==> config.mk <==
export PLATFORM = sky130hd
export DESIGN_NAME = fp4_operand_sequencer
export DESIGN_NICKNAME = d
export VERILOG_FILES = /design/src/rtl/fp4_seq_pkg.sv /design/src/rtl/fp4_word_unpacker.sv /design/src/rtl/fp4_operand_sequencer.sv
export SDC_FILE = /design/constraint.sdc
export NUM_CORES = 1
export LEC_CHECK = 0
export CAP_MARGIN = 20
export CORE_MARGIN = 3
export CORE_UTILIZATION = 35
export CTS_CLUSTER_DIAMETER = 50
export CTS_CLUSTER_SIZE = 40
export DETAILED_ROUTE_END_ITERATION = 16
export GPL_TIMING_DRIVEN = 0
export PLACE_DENSITY_LB_ADDON = 0.12
export SETUP_SLACK_MARGIN = 0.02
export SLEW_MARGIN = 20
export SYNTH_ARGS = -nofsm -noshare
export SYNTH_HDL_FRONTEND = slang
export SYNTH_SLANG_ARGS = --single-unit
==> constraint.sdc <==
create_clock -name clk -period 6.6 [get_ports clk]
set_input_delay 1.65 -clock clk [delete_from_list [all_inputs] [get_ports clk]]
set_output_delay 1.65 -clock clk [all_outputs]
set_load 0.03 [all_outputs]
==> src/rtl/fp4_seq_pkg.sv <==
// Shared types and lane geometry for the fp4 e2m1 operand sequencer.
package fp4_seq_pkg;

  localparam int unsigned WORD_W = 32;
  localparam int unsigned ELEM_W = 4;
  localparam int unsigned LANES  = WORD_W / ELEM_W;
  localparam int unsigned LANE_W = $clog2(LANES);

  // Bit layout matches the MAC operand: {sign, exp[1:0], man}
  typedef struct packed {
    logic       sign;
    logic [1:0] exp;
    logic       man;
  } fp4_code_t;

  typedef enum logic [1:0] {
    IDLE  = 2'd0,
    CLEAR = 2'd1,
    RUN   = 2'd2,
    DRAIN = 2'd3
  } seq_state_t;

endpackage

==> src/rtl/fp4_word_unpacker.sv <==
// Holds one packed operand word and presents the code of the selected lane.
module fp4_word_unpacker
  import fp4_seq_pkg::*;
(
  input  logic              clk,
  input  logic              reset,
  input  logic              load,
  input  logic [WORD_W-1:0] data,
  input  logic [LANE_W-1:0] lane_idx,
  output fp4_code_t         code
);

  logic [WORD_W-1:0]             r_word;
  logic [LANES-1:0][ELEM_W-1:0]  w_lanes;

  always_ff @(posedge clk) begin
    if (reset) begin
      r_word <= '0;
    end else if (load) begin
      r_word <= data;
    end
  end

  // Lane 0 sits in the least significant nibble
  assign w_lanes = r_word;
  assign code    = fp4_code_t'(w_lanes[lane_idx]);

endmodule

==> src/rtl/fp4_operand_sequencer.sv <==
// Streams weight/activation code pairs into the fp4 MAC, one pair per cycle,
// bracketing each dot product with an accumulator clear and a result strobe.
module fp4_operand_sequencer
  import fp4_seq_pkg::*;
#(
  parameter int unsigned WORD_WIDTH  = 32,
  parameter int unsigned ELEM_WIDTH  = 4,
  parameter int unsigned LEN_WIDTH   = 16,
  parameter int unsigned MAC_LATENCY = 2
) (
  input  logic                  clk,
  input  logic                  reset,
  input  logic                  start,
  input  logic [LEN_WIDTH-1:0]  len,
  input  logic                  w_valid,
  output logic                  w_ready,
  input  logic [WORD_WIDTH-1:0] w_data,
  input  logic                  a_valid,
  output logic                  a_ready,
  input  logic [WORD_WIDTH-1:0] a_data,
  output logic [ELEM_WIDTH-1:0] weight_o,
  output logic [ELEM_WIDTH-1:0] act_o,
  output logic                  mac_en,
  output logic                  mac_clear,
  output logic                  busy,
  output logic                  result_valid
);

  localparam int unsigned DRAIN_W = (MAC_LATENCY > 1) ? $clog2(MAC_LATENCY) : 1;

  seq_state_t            r_state;
  seq_state_t            w_state_nxt;
  logic [LEN_WIDTH-1:0]  r_remain;
  logic [LANE_W-1:0]     r_lane;
  logic                  r_buf_valid;
  logic [DRAIN_W-1:0]    r_drain;

  logic                  w_issue;
  logic                  w_last;
  logic                  w_lane_end;
  logic                  w_load_slot;
  logic                  w_load;
  logic [LEN_WIDTH-1:0]  w_codes_left;
  fp4_code_t             w_wcode;
  fp4_code_t             w_acode;

  // State register
  always_ff @(posedge clk) begin
    if (reset) begin
      r_state <= IDLE;
    end else begin
      r_state <= w_state_nxt;
    end
  end

  // Next state, handshake and MAC control
  always_comb begin
    w_state_nxt  = r_state;
    mac_clear    = 1'b0;
    result_valid = 1'b0;
    w_issue      = 1'b0;
    w_load_slot  = 1'b0;
    busy         = (r_state != IDLE);
    w_lane_end   = (r_lane == LANE_W'(LANES - 1));
    w_codes_left = r_buf_valid ? (LEN_WIDTH'(LANES) - LEN_WIDTH'(r_lane)) : '0;

    unique case (r_state)
      IDLE: begin
        if (start) w_state_nxt = CLEAR;
      end
      CLEAR: begin
        mac_clear   = 1'b1;
        w_load_slot = !r_buf_valid && (r_remain > w_codes_left);
        w_state_nxt = (r_remain != '0) ? RUN : DRAIN;
      end
      RUN: begin
        w_issue     = r_buf_valid;
        // Refill when empty or while the last lane drains, but never past K
        w_load_slot = (!r_buf_valid || w_lane_end) && (r_remain > w_codes_left);
        if (r_buf_valid && (r_remain == LEN_WIDTH'(1))) w_state_nxt = DRAIN;
      end
      DRAIN: begin
        if (r_drain == DRAIN_W'(MAC_LATENCY - 1)) begin
          result_valid = 1'b1;
          w_state_nxt  = IDLE;
        end
      end
      default: w_state_nxt = IDLE;
    endcase
  end

  assign w_last  = w_issue && (r_remain == LEN_WIDTH'(1));
  assign w_ready = w_load_slot && a_valid;
  assign a_ready = w_load_slot && w_valid;
  assign w_load  = w_load_slot && w_valid && a_valid;
  assign mac_en  = w_issue;

  // Element, lane, buffer-valid and drain counters
  always_ff @(posedge clk) begin
    if (reset) begin
      r_remain    <= '0;
      r_lane      <= '0;
      r_buf_valid <= 1'b0;
      r_drain     <= '0;
    end else begin
      if ((r_state == IDLE) && start) begin
        r_remain <= len;
      end else if (w_issue) begin
        r_remain <= r_remain - LEN_WIDTH'(1);
      end

      if (w_last) begin
        r_lane <= '0;
      end else if (w_issue) begin
        r_lane <= r_lane + LANE_W'(1);
      end

      if (w_load) begin
        r_buf_valid <= 1'b1;
      end else if (w_last || (w_issue && w_lane_end)) begin
        r_buf_valid <= 1'b0;
      end

      if ((r_state == DRAIN) && !result_valid) begin
        r_drain <= r_drain + DRAIN_W'(1);
      end else begin
        r_drain <= '0;
      end
    end
  end

  fp4_word_unpacker u_w_unpack (
    .clk      (clk),
    .reset    (reset),
    .load     (w_load),
    .data     (w_data),
    .lane_idx (r_lane),
    .code     (w_wcode)
  );

  fp4_word_unpacker u_a_unpack (
    .clk      (clk),
    .reset    (reset),
    .load     (w_load),
    .data     (a_data),
    .lane_idx (r_lane),
    .code     (w_acode)
  );

  assign weight_o = w_wcode;
  assign act_o    = w_acode;

endmodule

## Yosys cells after proc, flatten, opt, wreduce, memory -nomap -nowiden

Index checks and enable logic that the tools add are counted.

| operators by class | value |
|---|---|
| add/subtract/negate cells | 4 |
| bitwise operators | 1 |
| muxes and demuxes | 19 |
| order comparisons | 2 |
| eq/ne operators | 8 |
| reductions and logical operators | 22 |

Operators by type and width:

| cell | count |
|---|---|
| 16-bit 2-to-1 mux | 3 |
| 4-bit binary-select mux with 3-bit select | 2 |
| 16-bit by 1-bit equality test with 1-bit output, second input constant | 1 |
| 16-bit > comparator | 1 |
| 16-bit nonzero test | 1 |
| 16-bit by 1-bit subtractor with 16-bit output, second input constant | 1 |
| 1-bit logical AND | 10 |
| 4-bit 2-to-1 mux | 2 |
| 2-bit one-hot mux with 4 select lines | 1 |
| 1-bit 2-to-1 mux | 7 |
| 2-bit 2-to-1 mux | 3 |
| 2-bit != test, second input constant | 3 |
| 2-bit nonzero test | 3 |
| 4-bit by 3-bit subtractor with 5-bit output, first input constant | 1 |
| 2-bit equality test, second input constant | 2 |
| 3-bit by 4-bit < comparator with 1-bit output, second input constant | 1 |
| 2-bit OR reduction | 2 |
| 3-bit by 1-bit adder with 3-bit output, second input constant | 1 |
| 3-bit equality test, second input constant | 1 |
| 3-bit AND reduction | 1 |
| 2-bit by 1-bit equality test with 1-bit output, second input constant | 1 |
| 1-bit zero test | 2 |
| 2-bit zero test | 1 |
| 1-bit logical OR | 2 |
| 3 further kinds | 3 |

| storage, ports and cells | value |
|---|---|
| register bits | 87 |
| input bits | 85 |
| logic and storage cells | 63 |
| output and inout port bits | 14 |

## Longest topological paths before layout

Gate-level depths: netlist of run 1.

| depth | value |
|---|---|
| word-level depth | 8 |
| gate-level depth with buffers | 14 |

## By module

A second synthesis of run 1 with hierarchy kept.

| unflattened totals | value |
|---|---|
| cells, all modules | 404 |
| area total of the unflattened synthesis | 4214.0 um2 |

By module, submodules not included:

| module | sequential area each (um2) | cells an instance | area each (um2) | times used |
|---|---|---|---|---|
| fp4_word_unpacker | 640.6 | 117 | 1381.3 | 2 |
| fp4_operand_sequencer | 460.4 | 170 | 1451.4 | 1 |

## Worst setup path before layout of run 1

OpenSTA, ideal clock, no wires.

| path | value |
|---|---|
| path type | register -> output |
| from | register r_lane[1] |
| to | output port a_ready |
| path slack | 2396 ps |
| cell stages (with the launch flop) | 9 |
| data required time | 4950 ps |
| buffers on the path | 2 |
| data arrival time | 2554 ps |
| cell sequence | dfxtp_1 -> clkbuf_1 -> clkbuf_1 -> or4b_2 -> ha_1 -> and2_1 -> a32o_1 -> nand3_1 -> and3_1 |

| on the way | value |
|---|---|
| longest elaborated chain between the ends | 6 |
| elaborated cells between the ends (all ways) | 9 |
| classes of those cells | 1 x add/sub; 1 x order compare; 1 x eq/ne; 2 x mux; 4 x reduce/logical |

RTL lines:

| item | line | source |
|---|---|---|
| start, declared | fp4_operand_sequencer.sv:34 | `logic [LANE_W-1:0] r_lane;` |
| start signal, assigned | fp4_operand_sequencer.sv:115 | `r_lane <= r_lane + LANE_W'(1);` |
| 4-bit by 3-bit subtractor with 5-bit output | fp4_operand_sequencer.sv:65 | `w_codes_left = r_buf_valid ? (LEN_WIDTH'(LANES) - LEN_WIDTH'(r_lane)) : '0;` |
| 16-bit 2-to-1 mux | fp4_operand_sequencer.sv:65 |  |
| 16-bit > comparator | fp4_operand_sequencer.sv:73, fp4_operand_sequencer.sv:79 |  |
| 1-bit logical AND (on tied branches) | fp4_operand_sequencer.sv:79, fp4_operand_sequencer.sv:73 |  |
| 1-bit one-hot mux with 2 select lines * | fp4_operand_sequencer.sv:67 | `unique case (r_state)` |
| 1-bit logical AND * | fp4_operand_sequencer.sv:94 | `assign a_ready = w_load_slot && w_valid;` |
| end, declared | fp4_operand_sequencer.sv:19 | `output logic a_ready,` |

Mark *: on every way between the ends. The rest lies on a longest branch, timed or not.

## Worst setup path after layout of run 1

| path | value |
|---|---|
| from | register r_lane[1] |
| to | output port w_ready |

| on the way | value |
|---|---|
| longest elaborated chain between the ends | 6 |
| elaborated cells between the ends (all ways) | 9 |
| classes of those cells | 1 x add/sub; 1 x order compare; 1 x eq/ne; 2 x mux; 4 x reduce/logical |

RTL lines:

| item | line | source |
|---|---|---|
| 4-bit by 3-bit subtractor with 5-bit output | fp4_operand_sequencer.sv:65 |  |
| 16-bit 2-to-1 mux | fp4_operand_sequencer.sv:65 |  |
| 16-bit > comparator | fp4_operand_sequencer.sv:73, fp4_operand_sequencer.sv:79 |  |
| 1-bit logical AND (on tied branches) | fp4_operand_sequencer.sv:79, fp4_operand_sequencer.sv:73 |  |
| 1-bit one-hot mux with 2 select lines * | fp4_operand_sequencer.sv:67 |  |
| 1-bit logical AND * | fp4_operand_sequencer.sv:93 | `assign w_ready = w_load_slot && a_valid;` |
| end, declared | fp4_operand_sequencer.sv:16 | `output logic w_ready,` |

Marks and branches as above.

==> summary.md, run 1 <==
| Metric | Value |
|---|---|
| Outcome | `finished clean` |
| Kind of critical path | `register to output port` |
| Post-DP HPWL | `8875 µm` |
| Crit-path cells | `clkbuf_1, clkbuf_1, inv_1, ha_1, xnor2_1, nand2_1, ha_1, and2_1, o21ai_0, a32o_1, nand3_1, and3_1, clkdlybuf4s50_1` |
| Layout cell share with drive strength beyond 1 | `8.586%` |
| Yosys cell types | `38` |
| Vias in the first global route | `3799` |
| Slowest-stage cell, CP | `clkdlybuf4s50_1` |
| Final Skew | `0.01048 ns` |
| Fraction of registers with async set or reset after synthesis | `0%` |
| Wirelength, routed | `11840 µm` |
| Per-cell routed wire length | `15.38 µm` |
| EDFF count, synth | `0` |
| Initial Util | `36.17%` |
| DRC viols | `0` |
| Most used DFF post-synth | `dfxtp_1` |
| IO buf count | `97` |
| Number of gates resized after CTS | `0` |
| CTS tree | `yes` |
| CTS Buffer Depth | `2` |
| Worst slew pin tran | `0.9296 ns` |
| Crit path buf inv count | `4` |
| Yosys reg bits | `87` |
| Setup crit start kind | `register` |
| Avg Inst Size Synth | `10.02 µm²` |
| Global route total overflow | `0` |
| Max-cap violations | `0` |
| RePlAce Congestion | `0.7702` |
| Synthesized instance count | `482` |
| Levels on crit path | `13` |
| Sink Count | `87` |
| Commonest non-fill, non-tap cells in the layout | `nand2b_1, clkdlybuf4s50_1, dfxtp_1` |
| Max stage delay on crit path | `0.66 ns` |
| Max-slew violations | `0` |
| Commonest non-fill, non-tap cell in the layout | `nand2b_1` |
| Critical Path RT | `4.95 ns` |
| Final critical-path share of the clock period | `84.95%` |
| CTS clk-pin slew, worst paths | `0.07 ns` |
| DR vias/cell | `4.729` |
| Routed Antenna Nets | `0` |
| Cell Rows | `42` |
| CTS buffer count | `9` |
| Pwr per Cell Area | `283.6 nW/µm²` |
| Initial antenna violation count | `0` |
| Area of the multi-input gates | `2831 µm²` |
| Final worst slack | `0.9933 ns` |
| Relative slew slack | `38.03%` |
| Final hold violations | `0` |
| # fillers | `1335` |
| Die area | `15240 µm²` |
| Maximum clock frequency | `178.4 MHz` |
| Tmin final | `5.607 ns` |
| H-tree depth | `3` |
| Unrepaired setup endpoints after global routing | `no` |
| Final setup viols | `0` |
| LEAKAGE | `2.180 nW` |
| Mapped cell area | `4828 µm²` |
| Worst VDD drop | `0.1185 mV` |
| Area growth from synthesis to layout | `30.86%` |
| Vert. Die Dim | `123.5 µm` |
| CP endpoint kind | `output port` |
| Fin util | `47.34%` |
| Die Width | `123.5 µm` |
| DR pass1 iterations | `5` |
| Dpl ws | `1.278 ns` |
| First-pass GRT wire length | `19180 µm` |
| Latest clock arrival within the worst-skew pair | `0.35 ns` |
| Register area | `1742 µm²` |
| Top Family by Delay on Critical Path | `buffers and inverters` |
| GRT Overall Usage | `16.33%` |
| Via count | `3641` |
| Sequential fraction of the synthesis area | `36.07%` |
| Diodes inserted | `0` |
| IO Pins | `99` |
| Final nets | `689` |
| Largest net degree at the start of global routing | `14` |
| Core box area | `13350 µm²` |
| Syn nets | `581` |
| Worst Hold Class | `register to register` |
| Hold Buf Count CTS | `0` |
| Hold Path Depth | `2` |
| Max Fanout on Critical Path | `10` |
| DRT iter0 DRCs | `180` |
| Setup tns final | `0 ns` |
| Root Driver | `clkbuf_16` |
| WP data arrival | `3.96 ns` |
| Post-CTS setup buffer count | `0` |
| Worst r2r path cells | `14` |
| Yosys warns | `0` |
area by class of cell:
type                            count  share of cell area (%)
Clock inverter                      3                  0.6733
Tap cell                          176                   3.485
Sequential cell                    87                   27.56
Clock buffer                       12                   4.059
Multi-Input combinational cell    355                   44.81
Timing Repair Buffer               97                   15.37
Buffer                             32                   3.564
Inverter                            8                  0.4752
sequential cells by signal, indices dropped and copies added (netlist names):
name and flops:
u_w_unpack.r_word 32, r_state 2, r_lane 3, r_drain 1, r_buf_valid 1, u_a_unpack.r_word 32, r_remain 16
stage by stage:
stage	total power, W	cells	hold slack, ns	area, µm²
2_1_floorplan	0.001095	482	0.4455	4828
3_3_place_gp	0.001274	755	0.4556	6020
3_5_place_dp	0.001285	755	0.4610	6020
4_1_cts	0.001811	770	0.4736	6319
5_1_grt	0.001895	770	0.4864	6319
6_report	0.001792	770	0.4720	6319
logic make-up after synthesis:
kind of cell | count (synthesis) | synth area share, %
mux | 89 | 22.80
fa+ha+maj | 14 | 3.628
xor+xnor | 16 | 2.902
flops | 87 | 36.07
simple gates | 203 | 24.67
buf+inv | 40 | 5.286
compound gates | 33 | 4.638
Yosys cell counts (2+ instances only):
cell	instances	share of area (%)
a21oi_1	5	0.52
nand3b_1	3	0.47
nor3_1	3	0.31
a211oi_1	15	2.3
mux2i_1	65	13
clkbuf_1	24	1.9
nor2_1	25	1.9
nor4_1	4	0.52
buf_12	6	2.5
ha_1	14	3.6
mux2_2	8	1.9
mux4_2	16	7.5
nand3_1	6	0.62
inv_1	7	0.54
nand2b_1	130	17
dfxtp_1	87	36
and3_1	3	0.39
nand2_1	15	1.2
a31oi_1	2	0.26
nor2b_1	3	0.39
o21ai_0	5	0.52
nand4_1	3	0.39
a21boi_0	2	0.31
and2_1	3	0.39
xor2_1	10	1.8
xnor2_1	6	1.1
power by group:
group	switching [W]	leakage, nW	internal, W
combinational	0.000295	1.33	0.000306
clock	0.000210	0.145	0.000312
sequential	0.0000630	0.708	0.000607
worst reg2reg max path: cells and delay by family (launching register included):
| family | cells | cell delay, ns |
|---|---|---|
| fa+ha+maj | 2 | 0.48 |
| buf+inv | 5 | 1.65 |
| flops | 1 | 0.33 |
| compound gates | 3 | 0.49 |
| xor+xnor | 1 | 0.13 |
| mux | 1 | 0.20 |
| simple gates | 2 | 0.20 |
metal layers:
layer | up-vias | part of all wire [%] | wire length (µm) | track usage, %
li1 | 1862 | - | - | -
met1 | 1691 | 49 | 5838 | 22.32
met2 | 74 | 45 | 5324 | 25.62
met3 | 14 | 4.0 | 469 | 3.065
met4 | 0 | 1.8 | 212 | 6.159
met5 | - | 0 | 0 | 0
path summary, 6_finish.rpt:
| path | startpoint | end | slack [ns] |
|---|---|---|---|
| min reg2reg | u_a_unpack.r_word[25]$_SDFFE_PP0P_ | u_a_unpack.r_word[25]$_SDFFE_PP0P_ | 0.47 |
| min | u_a_unpack.r_word[25]$_SDFFE_PP0P_ | u_a_unpack.r_word[25]$_SDFFE_PP0P_ | 0.47 |
| max | r_lane[1]$_SDFFE_PP0P_ | w_ready | 0.99 |
| max reg2reg | r_lane[1]$_SDFFE_PP0P_ | u_w_unpack.r_word[2]$_SDFFE_PP0P_ | 3.04 |
Power figures use the tool's default switching activity.
==> inputs of run 2 (changes only) <==
- clock period: 6.6 -> 5.2 ns (I/O delays scaled with it)
==> run 2 against run 1 <==
  * Register-to-register slack lost 0.92 ns
  * Largest cell class unchanged
  * Largest power group unchanged
  * Clock-buffer cell count unchanged
  * Cell area about the same
  * Sequential power grew 27%
  * Via count fell by 0.60%
  * Clock power grew 26%
==> summary.md, run 2 (synthesized netlist as in run 1, its figures left out) <==
| Metric | Value |
|---|---|
| Cells after DPL | `755 (unchanged)` |
| Final critical-path share of the clock period | `91.83%` |
| IO buf count | `97 (unchanged)` |
| First-pass GRT wire length | `19180 µm (unchanged)` |
| Area growth from synthesis to layout | `30.81% (about the same)` |
| Outcome | `finished clean` |
| Tmin final | `4.775 ns` |
| Worst hold start | `u_a_unpack.r_word[25]$_SDFFE_PP0P_` |
| CTS Buffer Depth | `2 (unchanged)` |
| Critical Path RT | `3.90 ns (-1.05 ns)` |
| Setup tns final | `0 ns (unchanged)` |
| Final nets | `688 (-0.15%)` |
| Layout cell share with drive strength beyond 1 | `8.769% (+0.18 points)` |
| Max Fanout on Critical Path | `19 (+9)` |
| Vias in the first global route | `3799 (unchanged)` |
| Relative slew slack | `39.53% (+1.5 points)` |
| Post-CTS setup buffer count | `0 (unchanged)` |
| Worst Setup SP | `r_lane[1]$_SDFFE_PP0P_` |
| Initial antenna violation count | `0 (unchanged)` |
| LEAKAGE | `2.183 nW (+0.10%)` |
| Hold Buf Count CTS | `0 (unchanged)` |
| DRT iter0 DRCs | `189 (+5.0%)` |
| DR pass1 iterations | `6 (+1)` |
| Vert. Die Dim | `123.5 µm (unchanged)` |
| Worst VDD drop | `0.1479 mV (+25%)` |
| R2R Path End | `u_w_unpack.r_word[2]$_SDFFE_PP0P_` |
| Per-cell routed wire length | `15.28 µm (-0.63%)` |
| Max-slew violations | `0 (unchanged)` |
| Final hold violations | `0 (unchanged)` |
| DR vias/cell | `4.706 (-0.47%)` |
| Kind of critical path | `register to output port` |
| GRT Overall Usage | `16.33% (unchanged)` |
| IO Pins | `99 (unchanged)` |
| Flop2flop setup slack | `2.12 ns (-0.92 ns)` |
| Post-DP HPWL | `8875 µm (unchanged)` |
| Pwr per Cell Area | `358.8 nW/µm² (+27%)` |
| CTS tree | `yes` |
| Core box area | `13350 µm² (unchanged)` |
| Setup crit start kind | `register` |
| Unrepaired setup endpoints after global routing | `no` |
| H-tree depth | `3 (unchanged)` |
| Final setup viols | `0 (unchanged)` |
| # fillers | `1334 (-0.075%)` |
| Wirelength, routed | `11750 µm (-0.76%)` |
| Die Width | `123.5 µm (unchanged)` |
| Cell Rows | `42 (unchanged)` |
| Commonest non-fill, non-tap cell in the layout | `nand2b_1` |
| Worst slew pin tran | `0.9070 ns (-0.02263 ns)` |
| Latest clock arrival within the worst-skew pair | `0.34 ns (about the same)` |
| Commonest non-fill, non-tap cells in the layout | `nand2b_1, clkdlybuf4s50_1, dfxtp_1` |
| Root Driver | `clkbuf_16` |
| Initial Util | `36.17% (unchanged)` |
| Sink Count | `87 (unchanged)` |
| Biggest regs | `u_a_unpack.r_word: 32 flops, u_w_unpack.r_word: 32 flops, r_remain: 16 flops` |
| Diodes inserted | `0 (unchanged)` |
| Via count | `3619 (-0.60%)` |
| Worst Hold Class | `register to register` |
| Largest net degree at the start of global routing | `14 (unchanged)` |
| Routed Antenna Nets | `0 (unchanged)` |
| Hold_ws | `0.4719 ns (-0.0001260 ns)` |
| WP data arrival | `3.48 ns (-0.48 ns)` |
| RePlAce Congestion | `0.7702 (unchanged)` |
| CP endpoint kind | `output port` |
| Hold EP | `u_a_unpack.r_word[25]$_SDFFE_PP0P_` |
| Global route total overflow | `0 (unchanged)` |
| Maximum clock frequency | `209.4 MHz` |
| Final Skew | `0.006797 ns (-0.003686 ns)` |
| Number of gates resized after CTS | `1 (+1)` |
| Worst r2r path cells | `10 (-4)` |
| CTS buffer count | `9 (unchanged)` |
| DRC viols | `0 (unchanged)` |
| Max-cap violations | `0 (unchanged)` |
| Die area | `15240 µm² (unchanged)` |
| Hold Path Depth | `2 (unchanged)` |
| R2r startpoint | `r_lane[1]$_SDFFE_PP0P_` |
| CTS clk-pin slew, worst paths | `0.06 ns (about the same)` |
| Fin cells | `769 (-0.13%)` |
## run 2: how the worst max path moves through the flow
| stage | to | slack [ns] | cells after the start |
|---|---|---|---|
| after floorplan | a_ready | 1.35 | 8 |
| after detailed placement | a_ready | 0.23 | 13 |
| final | w_ready | 0.42 | 9 |
| after global routing | a_ready | 0.12 | 12 |
| after global placement | w_ready | 0.26 | 13 |
| after CTS | a_ready | 0.13 | 13 |
## run 2: where the power goes
group | switching (W) | internal (W)
clock | 0.000260 | 0.000395
combinational | 0.000373 | 0.000389
sequential | 0.0000799 | 0.000770
total | 0.000712 | 0.00155
## run 2: area by class of cell
type	instances	area [µm²]	share of cell area, %
Timing Repair Buffer	97	970.9	15.37
Inverter	8	30.03	0.4754
Multi-Input combinational cell	355	2831	44.83
Clock inverter	3	42.54	0.6735
Tap cell	176	220.2	3.487
Buffer	31	222.7	3.526
Sequential cell	87	1742	27.58
Clock buffer	12	256.5	4.061
## run 2: critical path, cell delays in order, from the launching register on
cell             delay [ns]
dfxtp_1                0.31
clkbuf_2               0.37
or4b_2                 0.75
ha_1                   0.31
and2_1                 0.14
o21ai_0                0.08
a32o_1                 0.24
nand3_1                0.11
and3_1                 0.16
clkdlybuf4s50_1        0.66
## run 2: per-layer routing
layer / vias up / global-route usage [%] / part of all wire (%)
li1: 1858 / - / -
met3: 10 / 3.065 / 3.6
met5: - / 0 / 0
met4: 0 / 6.159 / 1.3
met1: 1682 / 22.32 / 49
met2: 69 / 25.62 / 46
## run 2: metrics by stage
stage	total power [W]	instance area, µm²	utilization (%)	worst slack (ns)
finish	0.002266	6316	47.32	0.4249
detailed placement	0.001631	6020	45.10	0.2279
CTS	0.002299	6320	47.35	0.1297
global route	0.002405	6316	47.32	0.1223
floorplan	0.001390	4828	-	1.346
global placement	0.001617	6020	45.10	0.2641
==> inputs of run 3 (changes only) <==
- CTS_CLUSTER_SIZE: 40 -> 24
==> results of run 3 <==
Final layout, timing and power as in run 2 (identical DEF).
